<file path="config.mk">
export PLATFORM = sky130hd
export DESIGN_NAME = bus_arbiter_flat
export DESIGN_NICKNAME = d
export VERILOG_FILES = /design/src/rtl/bus_arbiter_if.sv /design/src/rtl/bus_arbiter.sv /design/src/flat_wrapper.sv
export SDC_FILE = /design/constraint.sdc
export NUM_CORES = 1
export LEC_CHECK = 0
export CAP_MARGIN = 40
export CORE_UTILIZATION = 47
export DETAILED_ROUTE_END_ITERATION = 12
export PLACE_DENSITY = 0.84
export SETUP_SLACK_MARGIN = 0.05
export SYNTH_ARGS = -nofsm -noshare
export SYNTH_HDL_FRONTEND = slang
export SYNTH_SLANG_ARGS = --single-unit
</file>
<file path="constraint.sdc">
create_clock -name clk -period 3.93 [get_ports clk]
set_input_delay 0.9825 -clock clk [delete_from_list [all_inputs] [get_ports clk]]
set_output_delay 0.9825 -clock clk [all_outputs]
set_load 0.02 [all_outputs]
</file>
<file path="src/rtl/bus_arbiter_if.sv">
// Two-master / three-slave arbitration bus: requests, addresses and slave readiness in; grants and status out.
interface bus_arbiter_if;
    logic        m1_request;
    logic        m2_request;
    logic [13:0] m1_addr;
    logic [13:0] m2_addr;
    logic        m1_burst;
    logic        m2_burst;
    logic [2:0]  s_ready;
    logic        m1_grant;
    logic        m2_grant;
    logic [2:0]  slave_sel;
    logic        m1_addr_err;
    logic        m2_addr_err;
    logic        bus_busy;
    logic [1:0]  arb_state;

    modport slave (
        input  m1_request, m2_request, m1_addr, m2_addr, m1_burst, m2_burst, s_ready,
        output m1_grant, m2_grant, slave_sel, m1_addr_err, m2_addr_err, bus_busy, arb_state
    );

    modport master (
        output m1_request, m2_request, m1_addr, m2_addr, m1_burst, m2_burst, s_ready,
        input  m1_grant, m2_grant, slave_sel, m1_addr_err, m2_addr_err, bus_busy, arb_state
    );
endinterface

</file>
<file path="src/rtl/bus_arbiter.sv">
// Two-master fair arbiter with tenure limits and slave decode; grant 1 cycle after a valid request.
// Requests to a non-ready slave wait in IDLE; every grant is followed by a 1-cycle TURN gap.
module bus_arbiter #(
    parameter int unsigned TENURE_MAX       = 8,
    parameter int unsigned BURST_TENURE_MAX = 32
) (
    input  logic         clk,
    input  logic         reset,
    bus_arbiter_if.slave bus
);
    typedef enum logic [1:0] {
        IDLE   = 2'd0,
        GRANT1 = 2'd1,
        GRANT2 = 2'd2,
        TURN   = 2'd3
    } state_t;

    localparam logic [5:0] LIM_SINGLE = 6'(TENURE_MAX);
    localparam logic [5:0] LIM_BURST  = 6'(BURST_TENURE_MAX);

    state_t     r_state;
    logic       r_last_m2;
    logic [5:0] r_cnt;
    logic [5:0] r_limit;
    logic       r_m1_grant;
    logic       r_m2_grant;
    logic [2:0] r_sel;
    logic       r_m1_err;
    logic       r_m2_err;
    logic       r_busy;

    logic [2:0] w_m1_sel;
    logic [2:0] w_m2_sel;
    logic       w_m1_unmapped;
    logic       w_m2_unmapped;
    logic       w_m1_vld;
    logic       w_m2_vld;
    logic       w_pick_m1;
    logic       w_pick_m2;
    logic       w_own_req;
    logic       w_other_req;
    logic       w_preempt;

    function automatic logic [2:0] decode(input logic [1:0] region);
        case (region)
            2'b00:   decode = 3'b001;
            2'b01:   decode = 3'b010;
            2'b10:   decode = 3'b100;
            default: decode = 3'b000;
        endcase
    endfunction

    assign w_m1_sel      = decode(bus.m1_addr[13:12]);
    assign w_m2_sel      = decode(bus.m2_addr[13:12]);
    assign w_m1_unmapped = (w_m1_sel == 3'b000);
    assign w_m2_unmapped = (w_m2_sel == 3'b000);
    assign w_m1_vld      = bus.m1_request && (|(w_m1_sel & bus.s_ready));
    assign w_m2_vld      = bus.m2_request && (|(w_m2_sel & bus.s_ready));

    // On a tie the master not served last wins.
    assign w_pick_m1 = w_m1_vld && (!w_m2_vld || r_last_m2);
    assign w_pick_m2 = w_m2_vld && !w_pick_m1;

    assign w_own_req   = (r_state == GRANT2) ? bus.m2_request : bus.m1_request;
    assign w_other_req = (r_state == GRANT2) ? bus.m1_request : bus.m2_request;
    // ">=" keeps a saturated owner preemptible by a competitor that arrives late.
    assign w_preempt   = w_other_req && (({1'b0, r_cnt} + 7'd1) >= {1'b0, r_limit});

    always_ff @(posedge clk) begin
        if (!reset) begin
            r_state    <= IDLE;
            r_last_m2  <= 1'b1;
            r_cnt      <= 6'd0;
            r_limit    <= 6'd0;
            r_m1_grant <= 1'b0;
            r_m2_grant <= 1'b0;
            r_sel      <= 3'b000;
            r_m1_err   <= 1'b0;
            r_m2_err   <= 1'b0;
            r_busy     <= 1'b0;
        end else begin
            r_m1_err <= 1'b0;
            r_m2_err <= 1'b0;
            case (r_state)
                IDLE: begin
                    // Toggling against the previous value repeats the pulse every other cycle.
                    r_m1_err <= bus.m1_request && w_m1_unmapped && !r_m1_err;
                    r_m2_err <= bus.m2_request && w_m2_unmapped && !r_m2_err;
                    if (w_pick_m1) begin
                        r_state    <= GRANT1;
                        r_m1_grant <= 1'b1;
                        r_sel      <= w_m1_sel;
                        r_busy     <= 1'b1;
                        r_cnt      <= 6'd0;
                        r_limit    <= bus.m1_burst ? LIM_BURST : LIM_SINGLE;
                    end else if (w_pick_m2) begin
                        r_state    <= GRANT2;
                        r_m2_grant <= 1'b1;
                        r_sel      <= w_m2_sel;
                        r_busy     <= 1'b1;
                        r_cnt      <= 6'd0;
                        r_limit    <= bus.m2_burst ? LIM_BURST : LIM_SINGLE;
                    end
                end
                GRANT1, GRANT2: begin
                    if (r_cnt != r_limit) begin
                        r_cnt <= r_cnt + 6'd1;
                    end
                    if (!w_own_req || w_preempt) begin
                        r_state    <= TURN;
                        r_m1_grant <= 1'b0;
                        r_m2_grant <= 1'b0;
                        r_sel      <= 3'b000;
                        r_busy     <= 1'b0;
                        r_last_m2  <= (r_state == GRANT2);
                    end
                end
                default: begin
                    r_state <= IDLE;
                end
            endcase
        end
    end

    assign bus.m1_grant    = r_m1_grant;
    assign bus.m2_grant    = r_m2_grant;
    assign bus.slave_sel   = r_sel;
    assign bus.m1_addr_err = r_m1_err;
    assign bus.m2_addr_err = r_m2_err;
    assign bus.bus_busy    = r_busy;
    assign bus.arb_state   = r_state;
endmodule
</file>
<file path="src/flat_wrapper.sv">
// flat-port wrapper written by rule: the top's interface ports become plain ports
module bus_arbiter_flat 
#(
    parameter int unsigned TENURE_MAX       = 8,
    parameter int unsigned BURST_TENURE_MAX = 32
)
  (clk, reset, bus_m1_request, bus_m2_request, bus_m1_addr, bus_m2_addr, bus_m1_burst, bus_m2_burst, bus_s_ready, bus_m1_grant, bus_m2_grant, bus_slave_sel, bus_m1_addr_err, bus_m2_addr_err, bus_bus_busy, bus_arb_state);
  bus_arbiter_if bus_i ();
  input  logic clk;
  input  logic reset;
  input wire logic [$bits(bus_i.m1_request)-1:0] bus_m1_request;
  input wire logic [$bits(bus_i.m2_request)-1:0] bus_m2_request;
  input wire logic [$bits(bus_i.m1_addr)-1:0] bus_m1_addr;
  input wire logic [$bits(bus_i.m2_addr)-1:0] bus_m2_addr;
  input wire logic [$bits(bus_i.m1_burst)-1:0] bus_m1_burst;
  input wire logic [$bits(bus_i.m2_burst)-1:0] bus_m2_burst;
  input wire logic [$bits(bus_i.s_ready)-1:0] bus_s_ready;
  output wire logic [$bits(bus_i.m1_grant)-1:0] bus_m1_grant;
  output wire logic [$bits(bus_i.m2_grant)-1:0] bus_m2_grant;
  output wire logic [$bits(bus_i.slave_sel)-1:0] bus_slave_sel;
  output wire logic [$bits(bus_i.m1_addr_err)-1:0] bus_m1_addr_err;
  output wire logic [$bits(bus_i.m2_addr_err)-1:0] bus_m2_addr_err;
  output wire logic [$bits(bus_i.bus_busy)-1:0] bus_bus_busy;
  output wire logic [$bits(bus_i.arb_state)-1:0] bus_arb_state;
  assign bus_i.m1_request = bus_m1_request;
  assign bus_i.m2_request = bus_m2_request;
  assign bus_i.m1_addr = bus_m1_addr;
  assign bus_i.m2_addr = bus_m2_addr;
  assign bus_i.m1_burst = bus_m1_burst;
  assign bus_i.m2_burst = bus_m2_burst;
  assign bus_i.s_ready = bus_s_ready;
  assign bus_m1_grant = bus_i.m1_grant;
  assign bus_m2_grant = bus_i.m2_grant;
  assign bus_slave_sel = bus_i.slave_sel;
  assign bus_m1_addr_err = bus_i.m1_addr_err;
  assign bus_m2_addr_err = bus_i.m2_addr_err;
  assign bus_bus_busy = bus_i.bus_busy;
  assign bus_arb_state = bus_i.arb_state;
  bus_arbiter #(.TENURE_MAX(TENURE_MAX), .BURST_TENURE_MAX(BURST_TENURE_MAX)) u_core (.clk(clk), .reset(reset), .bus(bus_i));
endmodule
</file>
-- After elaboration in Yosys (flattened, before gate mapping)
Index checks and enable logic that the tools add are counted.
- register bits: 23
- input bits: 37
- output and inout port bits: 10
- word-level logic and storage cells: 90
- $add $sub $neg: 2
- magnitude comparators: 1
- equality and inequality tests: 13
- muxes and demuxes: 28
- bitwise logic cells: 2
- reduce and logical (&&, ||, !) cells: 34
- operators by type and width (operator ; number):
    6-bit 2-to-1 mux ; 7
    3-bit case mux with 3 select lines ; 2
    6-bit case mux with 2 select lines ; 1
    1-bit logical AND ; 9
    3-bit 2-to-1 mux ; 3
    3-bit AND reduction ; 3
    2-bit by 1-bit != test with 1-bit output, second input constant ; 4
    2-bit AND reduction ; 4
    6-bit by 1-bit adder with 7-bit output, second input constant ; 1
    7-bit by 6-bit >= comparator with 1-bit output ; 1
    1-bit 2-to-1 mux ; 7
    6-bit by 1-bit adder with 6-bit output, second input constant ; 1
    3-bit AND ; 2
    2-bit by 1-bit == test with 1-bit output, second input constant ; 3
    2-bit == test, second input constant ; 3
    2-bit zero test ; 3
    3-bit zero test ; 2
    2-bit 2-to-1 mux ; 3
    6-bit != test ; 1
    1-bit case mux with 2 select lines ; 3
    3-bit case mux with 2 select lines ; 1
    3-bit OR reduction ; 2
    1-bit zero test ; 5
    2-bit case mux with 2 select lines ; 1
    other kinds (6) ; 8

-- Longest topological paths before layout
Gate-level depths: netlist of run 1.
- depth in word-level cells: 13
- gate-level depth with buffers: 10
- gate-level depth less buffers: 9

-- Worst setup path before layout of run 1
OpenSTA, ideal clock, no wires.
- path kind: in2reg
- from: in bus_m2_addr[13]
- to: reg u_core.r_sel[0] (netlist: u_core.bus.slave_sel[0])
- arrival time: 2.239 ns
- data required time: 3.860 ns
- setup slack: 1.621 ns
- cell stages on the path: 6
- path buffers: 0
- cell sequence: mux2i_1 o21a_1 o311ai_4 or3_2 a211oi_1 o2bb2ai_1
- cells in the longest elaborated chain, start to end: 12
- RTL lines (item ; RTL line ; RTL):
    from (decl) ; flat_wrapper.sv:14 ; input wire logic [$bits(bus_i.m2_addr)-1:0] bus_m2_addr;
    2-bit == test (tied with other cells) ; bus_arbiter.sv:45 ; case (region)
    3-bit case mux with 3 select lines * ; bus_arbiter.sv:45 ;
    3-bit AND ; bus_arbiter.sv:58 ; assign w_m2_vld = bus.m2_request && (|(w_m2_sel & bus.s_ready));
    3-bit OR reduction ; bus_arbiter.sv:58 ;
    1-bit logical AND ; bus_arbiter.sv:58 ;
    1-bit zero test ; bus_arbiter.sv:61 ; assign w_pick_m1 = w_m1_vld && (!w_m2_vld || r_last_m2);
    1-bit logical OR ; bus_arbiter.sv:61 ;
    1-bit logical AND ; bus_arbiter.sv:61 ;
    1-bit zero test ; bus_arbiter.sv:62 ; assign w_pick_m2 = w_m2_vld && !w_pick_m1;
    1-bit logical AND ; bus_arbiter.sv:62 ;
    3-bit by 1-bit != test with 1-bit output (no line) ; - ;
    3-bit AND reduction (no line) ; - ;
    to (signal assigned) ; bus_arbiter.sv:92 ; r_sel <= w_m1_sel;
    to (signal assigned) ; bus_arbiter.sv:99 ; r_sel <= w_m2_sel;
    to (decl) ; bus_arbiter.sv:27 ; logic [2:0] r_sel;
Mark *: on every way between the ends. The rest lies on a longest branch, timed or not. The select of a mux whose other input is x is not followed.
A chain may end at the register's enable or synchronous reset.

-- Final worst setup path of run 1
- from: in bus_m1_addr[12]
- to: reg u_core.r_busy (netlist: u_core.bus.bus_busy)
- cells in the longest elaborated chain, start to end: 10
- RTL lines (item ; RTL line ; RTL):
    from (decl) ; flat_wrapper.sv:13 ; input wire logic [$bits(bus_i.m1_addr)-1:0] bus_m1_addr;
    2-bit == test (tied with other cells) ; bus_arbiter.sv:45 ;
    3-bit case mux with 3 select lines * ; bus_arbiter.sv:45 ;
    3-bit AND * ; bus_arbiter.sv:57 ; assign w_m1_vld = bus.m1_request && (|(w_m1_sel & bus.s_ready));
    3-bit OR reduction * ; bus_arbiter.sv:57 ;
    1-bit logical AND * ; bus_arbiter.sv:57 ;
    1-bit logical AND * ; bus_arbiter.sv:61 ;
    1-bit zero test ; bus_arbiter.sv:62 ;
    1-bit logical AND ; bus_arbiter.sv:62 ;
    3-bit by 1-bit != test with 1-bit output (no line) ; - ;
    3-bit AND reduction (no line) ; - ;
    to (signal assigned) ; bus_arbiter.sv:80 ; r_busy <= 1'b0;
    to (signal assigned) ; bus_arbiter.sv:93 ; r_busy <= 1'b1;
    to (signal assigned) ; bus_arbiter.sv:100 ; r_busy <= 1'b1;
    to (decl) ; bus_arbiter.sv:30 ; logic r_busy;
Mark *: on every way between the ends. The rest lies on a longest branch, timed or not.

==> reports/metrics.json, run 1 <==
{
  "run_status": {"value": "completed"},
  "finalInstanceArea": {"value": 1530, "unit": "µm²"},
  "place_area": {"value": 1490, "unit": "µm²"},
  "flip_flop_and_latch_count_after_synthesis": {"value": 19},
  "cell_area_power_density": {"value": 564, "unit": "nW/µm²"},
  "clock_tree_root_driver_cell": {"value": "sky130_fd_sc_hd__clkbuf_4"},
  "htree_num_levels": {"value": 1},
  "boundaryPins": {"value": 47},
  "dp_hpwl": {"value": 2.11, "unit": "mm"},
  "p_int": {"value": 477, "unit": "µW"},
  "crit_arrival": {"value": 3.16, "unit": "ns"},
  "cts_buffer_depth": {"value": 2},
  "drt-pass1-iter-count": {"value": 4},
  "power_switching_share": {"value": 44.9, "unit": "%"},
  "placementRows": {"value": 18},
  "power.combinational.fraction": {"value": 56.4, "unit": "%"},
  "initial_utilization": {"value": 50.4, "unit": "%"},
  "final_antenna_net_count": {"value": 0},
  "rsz0062_at_grt": {"value": "no"},
  "post_drt_via_cell_ratio": {"value": 5.84},
  "antenna_found_initial": {"value": 0},
  "net-switching-power": {"value": 389, "unit": "µW"},
  "power": {"value": 866, "unit": "µW"},
  "design.final.nets": {"value": 218},
  "final_util": {"value": 61.4, "unit": "%"},
  "timing.critical_path.fanout_max": {"value": 6},
  "syn_area": {"value": 1260, "unit": "µm²"},
  "tritoncts.num_buffers": {"value": 3},
  "max-vdd-ir-drop": {"value": 0.338, "unit": "mV"},
  "design.core.area": {"value": 2500, "unit": "µm²"},
  "syn_nets": {"value": 197},
  "seq_power_share": {"value": 32.1, "unit": "%"},
  "synth_enable_flop_cells": {"value": 0},
  "clk_transition_reported_paths": {"value": 0.11, "unit": "ns"},
  "timing_worst_slew_pin_value": {"value": 0.521, "unit": "ns"},
  "cts_tree": {"value": "yes"},
  "leftover_overflow_at_the_end_of_global_routing": {"value": 0},
  "fin_setup_tns": {"value": 0, "unit": "ns"},
  "layout-drive-gt1-share": {"value": 6.98, "unit": "%"},
  "synthTopCellsByArea": {"value": "sky130_fd_sc_hd__dfxtp_1, sky130_fd_sc_hd__ha_1, sky130_fd_sc_hd__nand2_1, sky130_fd_sc_hd__mux2i_1, sky130_fd_sc_hd__o21ai_0"},
  "maxCapViolCount": {"value": 0},
  "cp_data_required_time": {"value": 4.17, "unit": "ns"},
  "fmax": {"value": 342, "unit": "MHz"},
  "drt_drc_violations_left": {"value": 0},
  "period_share": {"value": 74.5, "unit": "%"},
  "share_clk_of_total_power": {"value": 11.5, "unit": "%"},
  "synth_largest_type_area_fraction": {"value": 30.2, "unit": "%"},
  "maxSlewViolCount": {"value": 0},
  "portBuffers": {"value": 22},
  "final.fill_count": {"value": 239},
  "insertedDiodeCount": {"value": 0},
  "global_route.usage.total": {"value": 22.8, "unit": "%"},
  "gp_routability_congestion": {"value": 0.849},
  "areaGrowthSynthToFinish": {"value": 21.9, "unit": "%"},
  "seq_area_frac_synth": {"value": 30.2, "unit": "%"},
  "setup_viol": {"value": 0},
  "timing.final.hold_violations": {"value": 0},
  "yosys_warnings": {"value": 0},
  "hold_slack": {"value": 0.447, "unit": "ns"},
  "dieWidth": {"value": 53.8, "unit": "µm"},
  "iteration_0_drc_markers": {"value": 25},
  "post_cts_resized": {"value": 0},
  "clkLatencyLatePin": {"value": 0.30, "unit": "ns"},
  "routedWlPerCell": {"value": 14.2, "unit": "µm"},
  "postRouteWirelength": {"value": 2.87, "unit": "mm"},
  "avgSynthCellArea": {"value": 8.28, "unit": "µm²"},
  "cts.hold.buffers_added": {"value": 0},
  "combined_area_of_the_multi_input_logic_cells": {"value": 812, "unit": "µm²"},
  "area.sequential": {"value": 380, "unit": "µm²"},
  "postCtsSetupRepairBufs": {"value": 0},
  "synth.largest_area_cell": {"value": "sky130_fd_sc_hd__dfxtp_1"},
  "total_leakage_power": {"value": 0.575, "unit": "nW"},
  "clock-skew-final": {"value": 0.00202, "unit": "ns"},
  "worst_hold_path_type": {"value": "reg2reg"},
  "via_count_of_the_first_global_routing_pass": {"value": 1139},
  "synth_async_sr_flop_share": {"value": 0, "unit": "%"},
  "tritoncts_num_sinks": {"value": 19},
  "die_area": {"value": 2890, "unit": "µm²"},
  "criticalPathCategory": {"value": "in2reg"},
  "die_h": {"value": 53.8, "unit": "µm"},
  "ys_dominant_reg_cell": {"value": "sky130_fd_sc_hd__dfxtp_1"},
  "pin_count_of_the_biggest_net_entering_global_routing": {"value": 31},
  "timing.critical_path.from_type": {"value": "primary input"},
  "yosysUniqueCellTypes": {"value": 40},
  "finalWorstPathRequiredPeriod": {"value": 2.93, "unit": "ns"},
  "worstSetupEndpointType": {"value": "flip-flop"},
  "wire_length_of_the_first_global_routing_pass": {"value": 4.86, "unit": "mm"},
  "post_synth_inst_count": {"value": 152},
  "max-slew-margin-rel": {"value": 65.2, "unit": "%"},
  "via_count": {"value": 1180}
}
-- state kept, by name, summed over array words and instances, names as in the netlist --
name / count
u_core.bus.arb_state: 2
u_core.bus.bus_busy: 1
u_core.bus.m1_addr_err: 1
u_core.bus.m1_grant: 1
u_core.bus.m2_addr_err: 1
u_core.bus.m2_grant: 1
u_core.bus.slave_sel: 3
u_core.r_cnt: 6
u_core.r_last_m2: 1
u_core.r_limit: 2
-- cells in the final DEF, fill, tap and decap left out, types with 2 or more instances in the layout --
master	netlist	layout
sky130_fd_sc_hd__nand2_1	23	23
sky130_fd_sc_hd__clkdlybuf4s50_1	0	22
sky130_fd_sc_hd__dfxtp_1	19	19
sky130_fd_sc_hd__o21ai_0	13	13
sky130_fd_sc_hd__inv_1	9	9
sky130_fd_sc_hd__ha_1	8	8
sky130_fd_sc_hd__mux2i_1	7	7
sky130_fd_sc_hd__nor2_1	6	6
sky130_fd_sc_hd__nand3b_1	5	5
sky130_fd_sc_hd__a21oi_1	4	4
sky130_fd_sc_hd__o2bb2ai_1	4	4
sky130_fd_sc_hd__nand3_1	3	3
sky130_fd_sc_hd__xor2_1	3	3
sky130_fd_sc_hd__nor2b_1	3	3
sky130_fd_sc_hd__nand4_1	3	3
sky130_fd_sc_hd__or3b_1	3	3
sky130_fd_sc_hd__a211oi_1	3	3
sky130_fd_sc_hd__clkbuf_4	0	3
sky130_fd_sc_hd__o311ai_0	2	2
sky130_fd_sc_hd__and3_1	2	2
sky130_fd_sc_hd__xnor2_1	2	2
sky130_fd_sc_hd__a311oi_1	2	2
sky130_fd_sc_hd__a21boi_0	2	2
sky130_fd_sc_hd__nand4b_1	2	2
-- metrics by stage --
step	std cells	setup slack (ns)
after global placement	197	0.770
after global routing	202	0.802
final	202	1.00
after floorplan	152	1.62
after detailed placement	197	0.708
after CTS	201	1.01
-- cell type report --
cell class / instances / share of cell area (%)
Multi-Input combinational cell: 116 / 52.9
Timing Repair Buffer: 24 / 15.8
Sequential cell: 19 / 24.8
Clock buffer: 3 / 1.47
Inverter: 9 / 2.20
Clock inverter: 1 / 0.326
Tap cell: 30 / 2.45
-- cells in the mapped netlist (all sizes together) (2+ instances only) --
cell / instances
a311oi: 2
nand4b: 2
nand4: 3
nor2b: 3
inv: 9
nand3: 3
ha: 8
mux2i: 7
nand2: 23
or3b: 3
buf: 2
xor2: 3
o311ai: 3
nor2: 6
o2bb2ai: 4
a21boi: 2
nand3b: 5
xnor2: 2
clkbuf: 6
o21ai: 14
a21oi: 5
and3: 2
dfxtp: 19
a211oi: 3
-- per-layer routing --
layer	global-route usage [%]	share of wire (%)
met5	0	0
met4	6.58	0.45
met3	2.54	4.2
met2	43.8	52
met1	25.9	44
-- power groups by stage --
stage / clock network (mW) / registers (mW) / logic, mW
floorplan: 0 / 0.312 / 0.299
global placement: 0 / 0.279 / 0.462
detailed placement: 0 / 0.283 / 0.482
CTS: 0.103 / 0.278 / 0.486
global route: 0.111 / 0.284 / 0.542
finish: 0.0992 / 0.278 / 0.488
-- critical path: stages --
cell                              delay (ns)
sky130_fd_sc_hd__clkdlybuf4s50_1        0.59
sky130_fd_sc_hd__mux2i_1                0.32
sky130_fd_sc_hd__o21ai_4                0.11
sky130_fd_sc_hd__a221oi_1               0.44
sky130_fd_sc_hd__or2_0                  0.38
sky130_fd_sc_hd__a21oi_1                0.16
sky130_fd_sc_hd__o2bb2ai_1              0.19
-- worst paths after layout --
check | start | endpoint | slack, ns | depth (start not counted)
worst max-delay path | bus_m1_addr[12] | u_core.bus.bus_busy | 1.00 | 7
worst min-delay path | u_core.bus.m2_addr_err | u_core.bus.m2_addr_err | 0.45 | 1
worst max register to register | u_core.r_cnt[2] | u_core.bus.arb_state[1] | 1.42 | 8
worst min register to register | u_core.bus.m2_addr_err | u_core.bus.m2_addr_err | 0.45 | 1
-- cells by family (layout without fill, tap and decap cells) --
| group | after synthesis | after routing | share of synthesized area (%) |
|---|---|---|---|
| xor+xnor | 5 | 5 | 3.48 |
| simple gates | 56 | 56 | 23.3 |
| fa+ha+maj | 8 | 8 | 7.95 |
| buf+inv | 17 | 37 | 5.27 |
| compound gates | 39 | 39 | 23.4 |
| flops | 19 | 19 | 30.2 |
| mux | 8 | 8 | 6.46 |
Note: power is estimated with default switching activity, not from simulation.
==> run 2, diff against run 1 <==
--- a/config.mk
+++ b/config.mk
@@ -6,9 +6,9 @@
 export NUM_CORES = 1
 export LEC_CHECK = 0
 export CAP_MARGIN = 40
-export CORE_UTILIZATION = 47
+export CORE_UTILIZATION = 44
 export DETAILED_ROUTE_END_ITERATION = 12
-export PLACE_DENSITY = 0.84
+export PLACE_DENSITY = 0.8
 export SETUP_SLACK_MARGIN = 0.05
 export SYNTH_ARGS = -nofsm -noshare
 export SYNTH_HDL_FRONTEND = slang
==> constraint.sdc (replaced) <==
create_clock -name clk -period 2.85 [get_ports clk]
set_input_delay 0.7125 -clock clk [delete_from_list [all_inputs] [get_ports clk]]
set_output_delay 0.7125 -clock clk [all_outputs]
set_load 0.02 [all_outputs]
==> run 2 against run 1 <==
  * Cell count up 4.0%
  * Core utilization fell by 3.3 points
  * Non-clock buffer count up 7
  * Setup slack lost 0.68 ns
  * Sequential power up 37%
  * Global-route usage fell by 2.5 points
  * Highest routed layer unchanged
  * Hold slack lost 0.014 ns
  * Clock power up 39%
  * First-iteration DRC count is 36% higher
==> reports/metrics.json, run 2 (synthesis results as in run 1) <==
{
  "run_status": {"value": "completed"},
  "p_int": {"value": 701, "unit": "µW", "change": "+47%"},
  "power_switching_share": {"value": 44.0, "unit": "%", "change": "-0.92 points"},
  "postCtsSetupRepairBufs": {"value": 0, "change": "unchanged"},
  "post_cts_resized": {"value": 0, "change": "unchanged"},
  "gp_routability_congestion": {"value": 0.897, "change": "+5.6%"},
  "final.fill_count": {"value": 249, "change": "+4.2%"},
  "timing.critical_path.from_type": {"value": "primary input"},
  "portBuffers": {"value": 22, "change": "unchanged"},
  "placementRows": {"value": 19, "change": "+1"},
  "finalWorstPathRequiredPeriod": {"value": 2.53, "unit": "ns"},
  "die_h": {"value": 55.5, "unit": "µm", "change": "+3.2%"},
  "maxSlewViolCount": {"value": 0, "change": "unchanged"},
  "initial_utilization": {"value": 46.0, "unit": "%", "change": "-4.3 points"},
  "tritoncts_num_sinks": {"value": 19, "change": "unchanged"},
  "finish.cell_count_without_fillers": {"value": 210, "change": "+4.0%"},
  "path_delay_family": {"value": "compound AO/OA/AOI/OAI gates"},
  "worstSetupEndpointType": {"value": "flip-flop"},
  "timing.reg2reg.setup_slack": {"value": 0.36, "unit": "ns", "change": "-1.06 ns"},
  "r2r_cells": {"value": 8, "change": "unchanged"},
  "insertedDiodeCount": {"value": 0, "change": "unchanged"},
  "share_clk_of_total_power": {"value": 11.0, "unit": "%", "change": "-0.5 points"},
  "die_area": {"value": 3080, "unit": "µm²", "change": "+6.6%"},
  "min-delay-start": {"value": "u_core.bus.m2_addr_err"},
  "mostFrequentLayoutCells": {"value": "sky130_fd_sc_hd__nand2_1, sky130_fd_sc_hd__clkdlybuf4s50_1, sky130_fd_sc_hd__dfxtp_1"},
  "max-vdd-ir-drop": {"value": 0.480, "unit": "mV", "change": "+42%"},
  "final_util": {"value": 58.0, "unit": "%", "change": "-3.3 points"},
  "cts_tree": {"value": "yes"},
  "power.combinational.fraction": {"value": 58.4, "unit": "%", "change": "+2.0 points"},
  "cell_area_power_density": {"value": 789, "unit": "nW/µm²", "change": "+40%"},
  "max_flop_register": {"value": "u_core.r_cnt"},
  "pin_count_of_the_biggest_net_entering_global_routing": {"value": 20, "change": "-35%"},
  "setup_viol": {"value": 0, "change": "unchanged"},
  "clkLatencyLatePin": {"value": 0.31, "unit": "ns", "change": "about the same"},
  "boundaryPins": {"value": 47, "change": "unchanged"},
  "reg2reg_from": {"value": "u_core.r_cnt[2]"},
  "critical_path.most_common_cell": {"value": "sky130_fd_sc_hd__o21ai_0"},
  "max-slew-margin-rel": {"value": 67.2, "unit": "%", "change": "+1.9 points"},
  "rsz0062_at_grt": {"value": "no"},
  "maxCapViolCount": {"value": 0, "change": "unchanged"},
  "post-route-worst-setup-slack": {"value": 0.319, "unit": "ns", "change": "-0.684 ns"},
  "postRouteWirelength": {"value": 2.96, "unit": "mm", "change": "+3.0%"},
  "drt_drc_violations_left": {"value": 0, "change": "unchanged"},
  "critical_path_depth_in_cells": {"value": 8, "change": "+1"},
  "iteration_0_drc_markers": {"value": 34, "change": "+36%"},
  "hold_slack": {"value": 0.432, "unit": "ns", "change": "-0.0144 ns"},
  "timing_worst_slew_pin_value": {"value": 0.486, "unit": "ns", "change": "-0.0351 ns"},
  "largest_reg_flops": {"value": 6, "change": "unchanged"},
  "net-switching-power": {"value": 551, "unit": "µW", "change": "+42%"},
  "mostFrequentLayoutCell": {"value": "sky130_fd_sc_hd__nand2_1"},
  "via_count_of_the_first_global_routing_pass": {"value": 1125, "change": "-1.2%"},
  "leftover_overflow_at_the_end_of_global_routing": {"value": 0, "change": "unchanged"},
  "reg2reg_to": {"value": "u_core.bus.arb_state[0]"},
  "cts_buffer_depth": {"value": 2, "change": "unchanged"},
  "antenna_found_initial": {"value": 0, "change": "unchanged"},
  "crit_arrival": {"value": 2.75, "unit": "ns", "change": "-0.41 ns"},
  "post_drt_via_cell_ratio": {"value": 5.70, "change": "-2.4%"},
  "timing.critical_path.fanout_max": {"value": 4, "change": "-2"},
  "finalInstanceArea": {"value": 1590, "unit": "µm²", "change": "+3.4%"},
  "criticalPathCategory": {"value": "in2reg"},
  "cp_cell_sequence": {"value": "clkdlybuf4s50_1 > mux2i_1 > o21ai_0 > a221oi_1 > buf_4 > a311oi_2 > o21ai_0 > a32o_1"},
  "clock_tree_root_driver_cell": {"value": "sky130_fd_sc_hd__clkbuf_4"},
  "layout-drive-gt1-share": {"value": 11.2, "unit": "%", "change": "+4.2 points"},
  "dieWidth": {"value": 55.5, "unit": "µm", "change": "+3.2%"},
  "place_area": {"value": 1550, "unit": "µm²", "change": "+4.1%"},
  "worst_hold_path_type": {"value": "reg2reg"},
  "clk_transition_reported_paths": {"value": 0.12, "unit": "ns", "change": "about the same"},
  "dp_hpwl": {"value": 2.30, "unit": "mm", "change": "+8.8%"},
  "via_count": {"value": 1197, "change": "+1.4%"},
  "tritoncts.num_buffers": {"value": 3, "change": "unchanged"},
  "clock-skew-final": {"value": 0.0146, "unit": "ns", "change": "+0.0126 ns"},
  "routedWlPerCell": {"value": 14.1, "unit": "µm", "change": "-0.96%"},
  "total_leakage_power": {"value": 0.607, "unit": "nW", "change": "+5.6%"},
  "areaGrowthSynthToFinish": {"value": 26.0, "unit": "%"},
  "design.core.area": {"value": 2730, "unit": "µm²", "change": "+9.4%"},
  "slowest_stage": {"value": "sky130_fd_sc_hd__clkdlybuf4s50_1"},
  "worst_setup_path_startpoint": {"value": "bus_m2_addr[13]"},
  "period_share": {"value": 88.8, "unit": "%"},
  "global_route.usage.total": {"value": 20.3, "unit": "%", "change": "-2.5 points"},
  "cp_num_buf_inv": {"value": 2, "change": "+1"},
  "seq_power_share": {"value": 30.5, "unit": "%", "change": "-1.6 points"},
  "cts.hold.buffers_added": {"value": 0, "change": "unchanged"},
  "timing.final.hold_violations": {"value": 0, "change": "unchanged"},
  "htree_num_levels": {"value": 1, "change": "unchanged"},
  "dpl.cell_count": {"value": 206, "change": "+4.6%"},
  "dp_worst_setup_slack": {"value": -0.0882, "unit": "ns", "change": "-0.796 ns"},
  "cp_data_required_time": {"value": 3.06, "unit": "ns", "change": "-1.11 ns"},
  "fmax": {"value": 395, "unit": "MHz"},
  "crit_path_largest_cell_delay": {"value": 0.53, "unit": "ns", "change": "-0.06 ns"},
  "design.final.nets": {"value": 225, "change": "+3.2%"},
  "drt-pass1-iter-count": {"value": 4, "change": "unchanged"},
  "final_antenna_net_count": {"value": 0, "change": "unchanged"},
  "wire_length_of_the_first_global_routing_pass": {"value": 4.96, "unit": "mm", "change": "+2.1%"},
  "setup.worst_path.end": {"value": "u_core.r_cnt[2]"}
}
-- run 2: cell types whose count changed in the layout (fill, tap and decap cells not counted) --
| cell | previous run | this run |
|---|---|---|
| sky130_fd_sc_hd__a311oi_1 | 2 | 1 |
| sky130_fd_sc_hd__a311oi_2 | 0 | 1 |
| sky130_fd_sc_hd__buf_4 | 1 | 9 |
| sky130_fd_sc_hd__buf_8 | 1 | 0 |
-- run 2: layer usage --
metal	GRT usage [%]	share of wire (%)	wire length, µm
met3	3.51	3.9	114
met1	22.8	41	1220
met4	9.64	2.1	61
met2	36.8	53	1560
met5	0	0	0
-- run 2: per-stage QoR --
step	power (mW)	setup TNS, ns
2_1_floorplan	0.842	0
3_3_place_gp	1.06	0
3_5_place_dp	1.11	-0.109
4_1_cts	1.25	0
5_1_grt	1.35	0
6_report	1.25	0
-- run 2: worst min path at each step --
stage | to | slack (ns) | cells past startpoint
finish | u_core.bus.m2_addr_err | 0.43 | 1
global placement | u_core.bus.m2_addr_err | 0.41 | 1
global route | u_core.bus.m2_addr_err | 0.45 | 1
floorplan | u_core.r_cnt[5] | 0.48 | 2
detailed placement | u_core.bus.m2_addr_err | 0.43 | 1
CTS | u_core.bus.m2_addr_err | 0.44 | 1
-- run 2: final cells by class --
type	count	area (µm²)	area share [%]
repair buffers	31	288	18.1
clock buffers	3	22.5	1.42
flip-flops and latches	19	380	24.0
well taps	31	38.8	2.44
multi-input cells	116	818	51.6
inverters	9	33.8	2.13
clock inverters	1	5.00	0.315
-- run 2: power groups by stage --
stage / Combinational [mW] / Clock [mW] / Sequential [mW]
finish: 0.732 / 0.138 / 0.382
global placement: 0.681 / 0 / 0.383
CTS: 0.718 / 0.145 / 0.383
global route: 0.806 / 0.153 / 0.394
floorplan: 0.413 / 0 / 0.430
detailed placement: 0.716 / 0 / 0.390
==> run 3, diff against run 2 <==
--- a/config.mk
+++ b/config.mk
@@ -5,6 +5,7 @@
 export SDC_FILE = /design/constraint.sdc
 export NUM_CORES = 1
 export LEC_CHECK = 0
+export ABC_AREA = 0
 export CAP_MARGIN = 40
 export CORE_UTILIZATION = 44
 export DETAILED_ROUTE_END_ITERATION = 12
==> results of run 3 <==
No change in the layout: final DEF, timing and power equal those of run 2.
